**config.mk**
```make
export PLATFORM = sky130hd
export DESIGN_NAME = matrix_scan_controller_flat
export DESIGN_NICKNAME = d
export VERILOG_FILES = /design/src/rtl/matrix_scan_controller_if.sv /design/src/rtl/matrix_scan_controller.sv /design/src/flat_wrapper.sv
export SDC_FILE = /design/constraint.sdc
export NUM_CORES = 1
export LEC_CHECK = 0
export CAP_MARGIN = 10
export CORE_UTILIZATION = 60
export DETAILED_ROUTE_END_ITERATION = 7
export PLACE_DENSITY = 0.85
export SLEW_MARGIN = 5
export SYNTH_ARGS = -nofsm -noshare
export SYNTH_HDL_FRONTEND = slang
export SYNTH_SLANG_ARGS = --single-unit
```
**constraint.sdc**
```tcl
create_clock -name clk -period 3.17 [get_ports clk]
set_clock_uncertainty 0.1 [all_clocks]
set_input_delay 0.317 -clock clk [delete_from_list [all_inputs] [get_ports clk]]
set_output_delay 0.317 -clock clk [all_outputs]
set_load 0.005 [all_outputs]
```
**src/rtl/matrix_scan_controller_if.sv**
```systemverilog
// Bus between the scan controller, the digit-value logic, the shared converter and the matrix drivers.
// Carries the optional i_dim_level input when SCAN_DIMMING_EN is defined.
interface matrix_scan_controller_if #(
   parameter int DIGITS = 4
);
   logic                  i_enable;
   logic                  i_load;
   logic [7*DIGITS-1:0]   i_segments_in;
   logic [4:0]            i_bits_in;
   logic [6:0]            o_seg_sel;
   logic [2:0]            o_line_sel;
   logic [4:0]            o_row_en;
   logic [5*DIGITS-1:0]   o_col_data;
   logic                  o_frame_done;
`ifdef SCAN_DIMMING_EN
   logic [4:0]            i_dim_level;
`endif

   modport slave (
      input  i_enable, i_load, i_segments_in, i_bits_in,
`ifdef SCAN_DIMMING_EN
      input  i_dim_level,
`endif
      output o_seg_sel, o_line_sel, o_row_en, o_col_data, o_frame_done
   );

   modport master (
      output i_enable, i_load, i_segments_in, i_bits_in,
`ifdef SCAN_DIMMING_EN
      output i_dim_level,
`endif
      input  o_seg_sel, o_line_sel, o_row_en, o_col_data, o_frame_done
   );
endinterface

```
**src/rtl/matrix_scan_controller.sv**
```systemverilog
// Time-multiplexed 5-line LED matrix scanner sharing one segment-to-bitmap converter across DIGITS digits.
// Optional feature macro SCAN_DIMMING_EN adds 16-slot PWM dimming of row_en via i_dim_level.
module matrix_scan_controller #(
   parameter int DIGITS      = 4,
   parameter int HOLD_CYCLES = 1024
) (
   input logic                     clk,
   input logic                     rst,
   matrix_scan_controller_if.slave bus
);

   localparam int HW = $clog2(HOLD_CYCLES);
   localparam logic [1:0] S_IDLE   = 2'd0;
   localparam logic [1:0] S_GATHER = 2'd1;
   localparam logic [1:0] S_SHOW   = 2'd2;
   localparam logic [HW-1:0] HOLD_LAST = HW'(HOLD_CYCLES - 1);
   localparam logic [HW-1:0] HOLD_PRE  = HW'(HOLD_CYCLES - 2);
   localparam logic [2:0]    DIG_LAST  = 3'(DIGITS - 1);

   logic [1:0]            r_state;
   logic [2:0]            r_line;
   logic [2:0]            r_dig;
   logic [HW-1:0]         r_hold;
   logic [7*DIGITS-1:0]   r_pend;
   logic [7*DIGITS-1:0]   r_disp;
   logic [5*DIGITS-1:0]   r_gather;
   logic [6:0]            r_seg_sel;
   logic [2:0]            r_line_sel;
   logic [4:0]            r_row_en;
   logic [5*DIGITS-1:0]   r_col_data;
   logic                  r_frame_done;

   logic [5*DIGITS-1:0]   w_gather_nxt;
   logic [6:0]            w_seg_nxt;
   logic [2:0]            w_line_nxt;
   logic [HW-1:0]         w_hold_inc;
   logic                  w_lit_first;
   logic                  w_lit_next;

   function automatic logic [4:0] line_onehot(input logic [2:0] line);
      return 5'(5'b00001 << line);
   endfunction

   assign w_hold_inc = r_hold + 1'b1;
   assign w_line_nxt = (r_line == 3'd4) ? 3'd0 : r_line + 3'd1;

`ifdef SCAN_DIMMING_EN
   // PWM slot is the low nibble of the hold count the row_en register is about to show.
   assign w_lit_first = (5'd0 < bus.i_dim_level);
   assign w_lit_next  = ({1'b0, w_hold_inc[3:0]} < bus.i_dim_level);
`else
   assign w_lit_first = 1'b1;
   assign w_lit_next  = 1'b1;
`endif

   always_comb begin
      w_gather_nxt = r_gather;
      for (int d = 0; d < DIGITS; d++) begin
         if (r_dig == 3'(d)) w_gather_nxt[5*d +: 5] = bus.i_bits_in;
      end
   end

   always_comb begin
      w_seg_nxt = r_disp[6:0];
      for (int d = 0; d < DIGITS; d++) begin
         if (r_dig + 3'd1 == 3'(d)) w_seg_nxt = r_disp[7*d +: 7];
      end
   end

   always_ff @(posedge clk) begin
      if (rst) begin
         r_state      <= S_IDLE;
         r_line       <= '0;
         r_dig        <= '0;
         r_hold       <= '0;
         r_pend       <= '0;
         r_disp       <= '0;
         r_gather     <= '0;
         r_seg_sel    <= '0;
         r_line_sel   <= '0;
         r_row_en     <= '0;
         r_col_data   <= '0;
         r_frame_done <= 1'b0;
      end else begin
         r_frame_done <= 1'b0;
         if (bus.i_load) r_pend <= bus.i_segments_in;
         if (!bus.i_enable) begin
            r_state    <= S_IDLE;
            r_line     <= '0;
            r_dig      <= '0;
            r_hold     <= '0;
            r_row_en   <= '0;
            r_col_data <= '0;
         end else begin
            case (r_state)
               S_IDLE: begin
                  r_state    <= S_GATHER;
                  r_line     <= '0;
                  r_dig      <= '0;
                  r_disp     <= r_pend;
                  r_seg_sel  <= r_pend[6:0];
                  r_line_sel <= '0;
               end
               S_GATHER: begin
                  r_gather <= w_gather_nxt;
                  if (r_dig == DIG_LAST) begin
                     r_state    <= S_SHOW;
                     r_dig      <= '0;
                     r_hold     <= '0;
                     r_col_data <= w_gather_nxt;
                     r_row_en   <= w_lit_first ? line_onehot(r_line) : 5'd0;
                  end else begin
                     r_dig     <= r_dig + 3'd1;
                     r_seg_sel <= w_seg_nxt;
                  end
               end
               S_SHOW: begin
                  if (r_hold == HOLD_LAST) begin
                     r_state    <= S_GATHER;
                     r_hold     <= '0;
                     r_row_en   <= '0;
                     r_line     <= w_line_nxt;
                     r_line_sel <= w_line_nxt;
                     // Frame boundary: latch the pending pattern so a frame never mixes two loads.
                     if (r_line == 3'd4) begin
                        r_disp    <= r_pend;
                        r_seg_sel <= r_pend[6:0];
                     end else begin
                        r_seg_sel <= r_disp[6:0];
                     end
                  end else begin
                     r_hold   <= w_hold_inc;
                     r_row_en <= w_lit_next ? line_onehot(r_line) : 5'd0;
                     if (r_line == 3'd4 && r_hold == HOLD_PRE) r_frame_done <= 1'b1;
                  end
               end
               default: r_state <= S_IDLE;
            endcase
         end
      end
   end

   assign bus.o_seg_sel    = r_seg_sel;
   assign bus.o_line_sel   = r_line_sel;
   assign bus.o_row_en     = r_row_en;
   assign bus.o_col_data   = r_col_data;
   assign bus.o_frame_done = r_frame_done;

endmodule

```
**src/flat_wrapper.sv**
```systemverilog
// flat-port wrapper written by rule: the top's interface ports become plain ports
module matrix_scan_controller_flat 
#(
   parameter int DIGITS      = 4,
   parameter int HOLD_CYCLES = 1024
)
  (clk, rst, bus_i_enable, bus_i_load, bus_i_segments_in, bus_i_bits_in, bus_o_seg_sel, bus_o_line_sel, bus_o_row_en, bus_o_col_data, bus_o_frame_done);
  matrix_scan_controller_if #(.DIGITS(DIGITS)) bus_i ();
  input logic clk;
  input logic rst;
  input wire logic [$bits(bus_i.i_enable)-1:0] bus_i_enable;
  input wire logic [$bits(bus_i.i_load)-1:0] bus_i_load;
  input wire logic [$bits(bus_i.i_segments_in)-1:0] bus_i_segments_in;
  input wire logic [$bits(bus_i.i_bits_in)-1:0] bus_i_bits_in;
  output wire logic [$bits(bus_i.o_seg_sel)-1:0] bus_o_seg_sel;
  output wire logic [$bits(bus_i.o_line_sel)-1:0] bus_o_line_sel;
  output wire logic [$bits(bus_i.o_row_en)-1:0] bus_o_row_en;
  output wire logic [$bits(bus_i.o_col_data)-1:0] bus_o_col_data;
  output wire logic [$bits(bus_i.o_frame_done)-1:0] bus_o_frame_done;
  assign bus_i.i_enable = bus_i_enable;
  assign bus_i.i_load = bus_i_load;
  assign bus_i.i_segments_in = bus_i_segments_in;
  assign bus_i.i_bits_in = bus_i_bits_in;
  assign bus_o_seg_sel = bus_i.o_seg_sel;
  assign bus_o_line_sel = bus_i.o_line_sel;
  assign bus_o_row_en = bus_i.o_row_en;
  assign bus_o_col_data = bus_i.o_col_data;
  assign bus_o_frame_done = bus_i.o_frame_done;
  matrix_scan_controller #(.DIGITS(DIGITS), .HOLD_CYCLES(HOLD_CYCLES)) u_core (.clk(clk), .rst(rst), .bus(bus_i));
endmodule
```
==> results.py <==
metrics = {
    "logic_synthesis": {
        "ys_seq_elements": 125,
        "synth.area.top_cells": "dfxtp_1, mux2i_1, nor2_1",
        "netlist_top_cells_count": "dfxtp_1, nor2_1, mux2i_1",
        "yosys.cell_count.top_type": "dfxtp_1",
        "syn_avg_cell_area_um2": 9.16,
        "synth_edf_count": 0,
        "synth.distinct_cells": 55,
        "yosysSeqAreaShare": 0.430,
        "yosys_warnings": 0,
        "yosys.area.top_type": "dfxtp_1",
        "synth_area_um2": 5820,
        "netlist.area_leader.share": 0.430,
        "synthCells": 636,
        "synth.net_count": 691,
        "synthArstFlopShare": 0,
        "ys.flop_type": "dfxtp_1",
    },
    "timing": {
        "final_max_slew_viol_count": 0,
        "hold_slack_ns": 0.207,
        "period_share": 0.856,
        "rsz0062_at_grt": "false",
        "hold_viol_final": 0,
        "finalCriticalPeriod_ns": 2.71,
        "slew_headroom": 0.514,
        "max_freq_mhz": 368,
        "finalWorstSetupSlack_ns": 0.455,
        "worst_pin_slew_ns": 0.722,
        "tns_ns": 0,
        "setup_viol_count_final": 0,
    },
    "setup_path": {
        "critPathCaptureType": "register",
        "crit_family": "simple AND/OR/NAND/NOR gates",
        "crit_fanout": 16,
        "cp-start-kind": "register",
        "path_cells": "inv_1, ha_1, nor2b_1, nand3_1, mux2i_1, nor2_1",
        "cp_num_buf_inv": 1,
        "crit_arrival_ns": 3.01,
        "path_class": "reg2reg",
        "crit_path_top_delay_cell": "nor2b_1",
        "crit_path_max_incr_delay_ns": 0.67,
        "crit_required_ns": 3.46,
    },
    "place": {
        "dp_cells": 793,
        "numPortBuffers": 72,
        "dpl_cell_area_um2": 6540,
        "place_congestion": 0.914,
        "post-dp-hpwl_mm": 9.64,
        "place_ws_ns": 0.646,
    },
    "drt": {
        "via_count": 4933,
        "ant_nets": 0,
        "wl_per_cell_um": 17.7,
        "drc": 0,
        "drtIter0Drc": 415,
        "routed_wl_mm": 14.6,
        "vias_per_cell": 5.98,
        "drt_pass1_iterations": 5,
    },
    "layout": {
        "fin_area_um2": 7170,
        "drive_gt1_frac": 0.0790,
        "num-fill-cells": 676,
        "nets": 738,
        "finalCoreUtilization": 0.768,
        "final_cells": 825,
        "n_antenna_cell": 0,
        "area_growth_pct": 23.1,
    },
    "cts": {
        "clkSlewWorstSetupHoldPaths_ns": 0.06,
        "numCtsBuffers": 17,
        "clock_path_buffers": 2,
        "hold_buffers": 0,
        "cts_tree": "done",
        "cts_setup_buffers": 0,
        "clock_latency_ns": 0.52,
        "cts.repair.resized": 0,
        "clock-sinks": 125,
        "cts-htree-levels": 4,
        "cts_root_buf": "clkbuf_8",
    },
    "global_routing": {
        "grt_antenna_before_repair": 0,
        "gr-total-overflow": 0,
        "busiest_layer": "met2",
        "met1_usage": 0.409,
        "first_global_vias": 4823,
        "grt_pass1_wl_mm": 23.9,
        "grtUsageMet2": 0.479,
        "grt_max_degree": 56,
        "grt_use_total": 0.305,
        "grtUsageMet3": 0.0645,
    },
    "floorplanning": {
        "fp.dieH_um": 101,
        "start_util": 0.624,
        "coreArea_um2": 9330,
        "pin_count": 73,
        "die_w_um": 101,
        "die_area_um2": 10100,
        "rows": 35,
    },
    "run": {
        "maxCapViolations": 0,
    },
    "worst_hold_path": {
        "min_path_type": "in2reg",
    },
    "status": {
        "status": "finished, final reports clean",
    },
    "power": {
        "vdd_ir_drop_max_mv": 0.530,
        "totalPowerFinal_mw": 3.97,
        "powerDensity_nw_per_um2": 554,
        "leakage_nw": 2.72,
    },
}
==> cells by family after synthesis <==
family          synth area share
flops                      0.430
xor+xnor                 0.00601
simple gates               0.221
fa+ha+maj                 0.0387
buf+inv                   0.0492
mux                        0.108
compound gates             0.147
==> power breakdown <==
part           switching (mW)  total (mW)  internal [mW]
sequential             0.0346        1.65           1.62
combinational           0.144       0.274          0.130
clock                   0.718        2.05           1.33
total                   0.897        3.97           3.07
==> flip-flops by register name, summed over array words and instances, names as in the netlist <==
register	flops
u_core.bus.o_row_en	5
u_core.r_dig	3
u_core.r_line	3
u_core.r_disp	28
u_core.bus.o_seg_sel	7
u_core.r_pend	28
u_core.r_hold	10
u_core.bus.o_line_sel	3
u_core.bus.o_frame_done	1
u_core.bus.o_col_data	20
u_core.r_gather	15
u_core.r_state	2
==> final cells by class <==
| class | count | area, µm² | area share |
|---|---|---|---|
| inverter | 13 | 48.8 | 0.00681 |
| clock inverter | 12 | 184 | 0.0257 |
| multi-input combinational | 444 | 3040 | 0.423 |
| timing repair buffer | 82 | 791 | 0.110 |
| sequential | 125 | 2500 | 0.349 |
| clock buffer | 20 | 445 | 0.0621 |
| tap | 129 | 161 | 0.0225 |
==> worst reg2reg max path, cell delays in order, from the launching register on <==
cell	delay, ns
dfxtp_1	0.36
inv_1	0.13
ha_1	0.53
nor2b_1	0.67
nand3_1	0.42
mux2i_1	0.31
nor2_1	0.06
==> metal layers <==
metal	share of wire	up-vias	wire length (µm)
met5	0	-	0
met4	0.021	0	308
met3	0.055	30	808
met2	0.46	171	6790
met1	0.46	2380	6730
li1	-	2352	-
==> layout by cell type, fill, tap and decap left out, types with 8 or more instances in the layout <==
| master | n |
|---|---|
| nor2_1 | 85 |
| nand2_1 | 22 |
| a211oi_1 | 16 |
| inv_1 | 13 |
| o21ai_0 | 21 |
| clkbuf_16 | 16 |
| dfxtp_1 | 125 |
| nand4b_1 | 28 |
| and3_1 | 9 |
| nand2b_1 | 29 |
| o21ai_1 | 20 |
| nand4_1 | 8 |
| mux2i_1 | 63 |
| nor2b_1 | 12 |
| clkdlybuf4s50_1 | 71 |
| a21oi_1 | 23 |
| ha_1 | 18 |
| buf_4 | 10 |
==> final timing paths <==
check	start	end	slack, ns	cells past startpoint
worst min-delay path	rst	u_core.r_hold[1]	0.21	3
worst max-delay path	u_core.r_dig[0]	u_core.r_gather[13]	0.46	6
worst max register to register	u_core.r_dig[0]	u_core.r_gather[13]	0.46	6
worst min register to register	u_core.bus.o_col_data[17]	u_core.bus.o_col_data[17]	0.36	2
No activity file was read; power rests on OpenSTA's default activity.
